### src/rtl/state_trace_monitor.sv
// state_trace_monitor: logs each change of an observed 2-bit state as {illegal, from, to, dwell} into a FIFO drained over valid/ready.
// One-edge push latency; full FIFO drops new records (sticky overflow); STATE_MON_TIMEOUT_EN adds the sticky stuck flag.

module stm_fifo #(
  parameter int DEPTH = 4,
  parameter int W     = 8
) (
  input  logic                   clk,
  input  logic                   rst,
  input  logic                   push,
  input  logic                   pop,
  input  logic [W-1:0]           wdata,
  output logic [W-1:0]           head,
  output logic [$clog2(DEPTH):0] level,
  output logic                   full,
  output logic                   empty
);
  localparam int AW = $clog2(DEPTH);

  logic [W-1:0] mem [DEPTH];
  logic [AW:0]  wr_ptr;
  logic [AW:0]  rd_ptr;

  // Pointers carry one extra wrap bit so wr-rd spans 0..DEPTH.
  assign level = wr_ptr - rd_ptr;
  assign full  = (level == (AW+1)'(DEPTH));
  assign empty = (wr_ptr == rd_ptr);
  assign head  = mem[rd_ptr[AW-1:0]];

  always_ff @(posedge clk or negedge rst) begin
    if (!rst) begin
      wr_ptr <= '0;
      rd_ptr <= '0;
    end else begin
      if (push) wr_ptr <= wr_ptr + 1'b1;
      if (pop)  rd_ptr <= rd_ptr + 1'b1;
    end
  end

  always_ff @(posedge clk) begin
    if (push) mem[wr_ptr[AW-1:0]] <= wdata;
  end
endmodule

module state_trace_monitor #(
  parameter int DEPTH   = 4,
  parameter int CNT_W   = 8,
  parameter int TIMEOUT = 200
) (
  input  logic                   clk,
  input  logic                   rst,
  input  logic                   en,
  input  logic                   clr,
  input  logic [1:0]             state_i,
  output logic                   rec_valid,
  input  logic                   rec_ready,
  output logic [4+CNT_W:0]       rec_data,
  output logic [$clog2(DEPTH):0] fifo_level,
  output logic                   overflow,
  output logic                   illegal_seen,
  output logic                   stuck
);
  localparam int RW = 5 + CNT_W;

  if (DEPTH < 2 || (DEPTH & (DEPTH - 1)) != 0 || TIMEOUT < 1 || TIMEOUT >= (1 << CNT_W)) begin : g_cfg_check
    $error("state_trace_monitor: DEPTH must be a power of 2 >= 2 and TIMEOUT must fit in CNT_W");
  end

  typedef enum logic [1:0] {IDLE = 2'd0, PRIME = 2'd1, TRACK = 2'd2} fsm_t;

  fsm_t             fsm;
  logic [1:0]       prev_state;
  logic [CNT_W-1:0] dwell_cnt;
  logic [CNT_W-1:0] dwell_inc;
  logic             tracking;
  logic             change;
  logic             legal;
  logic             pop;
  logic             full;
  logic             empty;
  logic             drop;
  logic             wr;
  logic [RW-1:0]    head;
  logic             stuck_set;

  assign dwell_inc = (dwell_cnt == {CNT_W{1'b1}}) ? dwell_cnt : dwell_cnt + 1'b1;
  assign tracking  = (fsm == TRACK) && en;
  assign change    = tracking && (state_i != prev_state);

  // Legal walk is ts0->ts1->ts2->ts0; any state may also fall back to ts0.
  always_comb begin
    legal = 1'b0;
    case ({prev_state, state_i})
      4'b00_01, 4'b01_10, 4'b10_00, 4'b01_00, 4'b11_00: legal = 1'b1;
      default:                                          legal = 1'b0;
    endcase
  end

  assign pop  = rec_valid && rec_ready;
  assign drop = change && full && !pop;
  assign wr   = change && !drop;

  stm_fifo #(.DEPTH(DEPTH), .W(RW)) u_fifo (
    .clk   (clk),
    .rst   (rst),
    .push  (wr),
    .pop   (pop),
    .wdata ({~legal, prev_state, state_i, dwell_cnt}),
    .head  (head),
    .level (fifo_level),
    .full  (full),
    .empty (empty)
  );

  assign rec_valid = ~empty;
  assign rec_data  = rec_valid ? head : '0;

`ifdef STATE_MON_TIMEOUT_EN
  localparam logic [CNT_W-1:0] STUCK_AT = CNT_W'(TIMEOUT);
  // ts0 is the idle state and is exempt from the dwell timeout.
  assign stuck_set = tracking && !change && (prev_state != 2'd0) && (dwell_inc >= STUCK_AT);
`else
  assign stuck_set = 1'b0;
`endif

  always_ff @(posedge clk or negedge rst) begin
    if (!rst) begin
      fsm          <= IDLE;
      prev_state   <= 2'd0;
      dwell_cnt    <= '0;
      overflow     <= 1'b0;
      illegal_seen <= 1'b0;
      stuck        <= 1'b0;
    end else begin
      // A flag-setting event beats a same-cycle clear.
      overflow     <= drop | (overflow & ~clr);
      illegal_seen <= (change & ~legal) | (illegal_seen & ~clr);
      stuck        <= stuck_set | (stuck & ~clr);

      if (!en) begin
        fsm       <= IDLE;
        dwell_cnt <= '0;
      end else begin
        case (fsm)
          IDLE: fsm <= PRIME;
          PRIME: begin
            prev_state <= state_i;
            dwell_cnt  <= CNT_W'(1);
            fsm        <= TRACK;
          end
          TRACK: begin
            if (state_i != prev_state) begin
              prev_state <= state_i;
              dwell_cnt  <= CNT_W'(1);
            end else begin
              dwell_cnt <= dwell_inc;
            end
          end
          default: fsm <= IDLE;
        endcase
      end
    end
  end
endmodule

### config.mk
export PLATFORM = sky130hd
export DESIGN_NAME = state_trace_monitor
export DESIGN_NICKNAME = d
export VERILOG_FILES = /design/src/rtl/state_trace_monitor.sv
export SDC_FILE = /design/constraint.sdc
export NUM_CORES = 1
export LEC_CHECK = 0
export CAP_MARGIN = 10
export CORE_ASPECT_RATIO = 0.9
export CORE_MARGIN = 1
export CORE_UTILIZATION = 60
export CTS_BUF_LIST = sky130_fd_sc_hd__clkbuf_8
export DETAILED_ROUTE_END_ITERATION = 10
export PLACE_DENSITY_LB_ADDON = 0.3
export SYNTH_ARGS = -nofsm -noshare
export SYNTH_HDL_FRONTEND = slang
export SYNTH_HIERARCHICAL = 1
export SYNTH_SLANG_ARGS = --single-unit
### constraint.sdc
create_clock -name clk -period 4 [get_ports clk]
set_input_delay 0.8 -clock clk [delete_from_list [all_inputs] [get_ports clk]]
set_output_delay 0.8 -clock clk [all_outputs]
set_load 0.01 [all_outputs]
==> flow_summary.yaml <==
clock_tree:
  cts_buffers: 9
  cts_tree: "built"
  insertion_delay_ps: 330
  cts_buffer_depth: 2
  postCtsHoldBufs: 0
  root_buffer: "clkbuf_8"
  ctsHtreeMaxLevel: 3
  clk_pin_slew_worst_paths_ps: 70
  post_cts_buffers: 0
  cts_sinks: 73
  cts_resized: 0
layout:
  layout.nets: 259
  nFillCells: 320
  areaGrowthSynthToFinish_pct: 16.8
  antenna_cells: 0
  drive_gt1_share_pct: 14.6
route:
  via_per_inst: 5.78
  drcViolationCount: 0
  vias: 1814
  drt_iter0_drc: 110
  wire_per_inst_um: 17.9
  finalWirelength_um: 5630
  ant_nets: 0
  drt-pass1-iter-count: 5
logic_synthesis:
  syn_inst: 206
  synth.avg_cell_area_um2: 15.8
  synthSimpleGateAreaFrac_pct: 8.48
  ys_ff_latch: 73
  synth-compound-area-share_pct: 6.82
  synth_edf_count: 52
  synth_top_family_by_area: "multiplexers"
  synthMuxAreaShare_pct: 10.4
  ys_types: 46
  syn_nets: 222
  synthFlopType: "edfxtp_1"
  synth_warnings: 6
  ys_seq_area_share_pct: 64.3
  synth_xor_xnor_area_share_pct: 3.16
  synthArstFlopShare_pct: 28.8
  yosys.area_share.adder_pct: 3.70
  synth_area_mm2: 0.00325
floorplanning:
  rows: 25
  io_pins: 27
  die_w_um: 79.5
  start_util_pct: 62.2
  dieArea_mm2: 0.00571
  die-height_um: 71.8
  core_mm2: 0.00522
critical_path:
  crit_chain: "buf_4 -> inv_1 -> ha_1 -> and3_1 -> nor2b_1 -> clkdlybuf4s50_1"
  worstSetupEndpoint: "rec_data[12]"
  cp_slowest_cell: "clkdlybuf4s50_1"
  regToRegSetupSlack_ps: 860
  slowest_delay_ps: 520
  crit_fanout: 15
  crit_path_end_kind: "output port"
  cp.arrival_ps: 2440
  r2r.worst_path.cells: 8
  start_kind: "register"
  r2r_start: "u_fifo/rd_ptr[1]$_DFFE_PN0P_"
  worst_ep_required_time_ps: 3200
  reg2reg_to: "u_fifo/mem[2][11]$_DFFE_PP_"
  critical_path.startpoint: "u_fifo/rd_ptr[1]$_DFFE_PN0P_"
  critical_path_class: "register to output port"
global_routing:
  antenna_found_initial: 0
  grt_usage_pct: 23.1
  overflow: 0
  grt_pass1_vias: 1826
  grt_max_degree: 22
  grt_first_pass_wirelength_um: 9320
power:
  p_total_w: 0.00259
  peakVddDrop_v: 0.000400
  p_per_area_mw_per_mm2: 682
  leakage_nw: 1.44
timing:
  timing.hold.ws_ps: 498
  fin_skew_ps: 9.76
  fmax_mhz: 309
  worst_pin_slew_ps: 956
  period_share_pct: 80.9
  setup_viol: 0
  relSlewSlack_pct: 36.1
  min_period_ps: 3240
  hold_violations: 0
  rsz0062_at_grt: "false"
  drv_slew: 0
  tns_ps: 0
min_path:
  hold_depth: 1
  hp-class: "register to register"
place:
  gp_congestion: 0.854
  hpwl_um: 3830
  port_buffers: 26
run:
  cap_violations: 0
status:
  outcome: "finished clean"
==> where the power goes <==
part,internal [W],leakage (nW),total [W],switching (W)
Sequential,0.000898,0.773,0.000980,0.0000828
Clock,0.000344,0.0987,0.000598,0.000254
Combinational,0.000541,0.569,0.00101,0.000466
Total,0.00178,1.44,0.00259,0.000803
==> synthesized netlist by cell type, types with 2 or more instances <==
cell type  count  area share (%)
edfxtp_1      52              48
dfrtp_1       21              16
inv_1         15             1.7
nor2b_1       14             2.7
mux4_2         9             6.2
nand2_1        9             1.0
ha_1           8             3.1
nor2_1         8            0.92
o21ai_0        6            0.92
nand3_1        5            0.77
xor2_1         5             1.3
and2_1         4            0.77
mux4_1         4             3.2
a22o_1         3            0.81
o21a_1         3            0.69
xnor2_1        3            0.81
a211oi_1       2            0.46
a21oi_1        2            0.31
a31oi_1        2            0.39
buf_2          2            0.31
mux2i_1        2            0.62
nand3b_1       2            0.46
xor2_2         2             1.0
==> worst min path at each step <==
stage	from	to	slack (ps)
after floorplan	u_fifo/wr_ptr[2]$_DFFE_PN0P_	u_fifo/wr_ptr[2]$_DFFE_PN0P_	460
after global placement	u_fifo/rd_ptr[2]$_DFFE_PN0P_	u_fifo/rd_ptr[2]$_DFFE_PN0P_	480
after detailed placement	u_fifo/rd_ptr[2]$_DFFE_PN0P_	u_fifo/rd_ptr[2]$_DFFE_PN0P_	490
after CTS	u_fifo/rd_ptr[2]$_DFFE_PN0P_	u_fifo/rd_ptr[2]$_DFFE_PN0P_	500
after global routing	overflow$_DFF_PN0_	overflow$_DFF_PN0_	530
final	u_fifo/rd_ptr[2]$_DFFE_PN0P_	u_fifo/rd_ptr[2]$_DFFE_PN0P_	500
==> through the flow <==
step	instance area (µm²)	std cells	utilization, %	setup slack [ps]
after global placement	3580	299	68.6	609
after global routing	3790	314	72.6	572
after floorplan	3250	206	-	1170
after CTS	3790	314	72.6	688
after detailed placement	3580	299	68.6	497
final	3790	314	72.6	764
==> cell families after synthesis <==
kind of cell | count (synthesis)
simple gates | 50
buf+inv | 20
fa+ha+maj | 9
compound gates | 28
mux | 16
xor+xnor | 10
flops | 73
==> cells in the final DEF (no fill, tap or decap), types with 2 or more instances in the layout <==
master and n:
a211oi_1 2, a21oi_1 2, a22o_1 3, a31oi_1 2, and2_1 4, buf_4 5
bufinv_16 2, clkbuf_8 9, clkdlybuf4s50_1 26, clkinvlp_4 2, dfrtp_1 21, edfxtp_1 52
ha_1 8, inv_1 15, mux2i_1 2, mux4_1 4, mux4_2 9, nand2_1 9
nand3_1 5, nand3b_1 2, nor2_1 8, nor2b_1 14, o21a_1 3, o21ai_0 6
xnor2_1 3, xor2_1 5, xor2_2 2
==> critical path: cells and delay by family (launching register included) <==
| kind | cells | cell delay, ps |
|---|---|---|
| adders and majority gates | 1 | 290 |
| DFF | 1 | 320 |
| and+or+nand+nor | 2 | 610 |
| buffers and inverters | 3 | 890 |
==> routing by layer <==
| metal | share of wire (%) | up-vias | global-route usage [%] | wire [µm] |
|---|---|---|---|---|
| li1 | - | 851 | - | - |
| met1 | 46 | 907 | 31.9 | 2580 |
| met2 | 49 | 50 | 36.5 | 2790 |
| met3 | 3.9 | 6 | 4.46 | 220 |
| met4 | 0.85 | 0 | 9.49 | 48 |
| met5 | 0 | - | 0 | 0 |
==> cell type report <==
| class | count | area (µm²) | share of cell area [%] |
|---|---|---|---|
| flip-flops and latches | 73 | 2090 | 55.0 |
| multi-input cells | 113 | 1060 | 27.9 |
| repair buffers | 31 | 298 | 7.85 |
| clock buffers | 9 | 124 | 3.27 |
| clock inverters | 6 | 83.8 | 2.21 |
| well taps | 67 | 83.8 | 2.21 |
| inverters | 15 | 56.3 | 1.49 |
==> registers in the layout, indices dropped and copies added, names as in the netlist <==
signal         flops
illegal_seen       1
dwell_cnt          8
u_fifo/rd_ptr      3
fsm                2
u_fifo/mem        52
overflow           1
stuck              1
prev_state         2
u_fifo/wr_ptr      3
No activity file was read; power rests on OpenSTA's default activity.
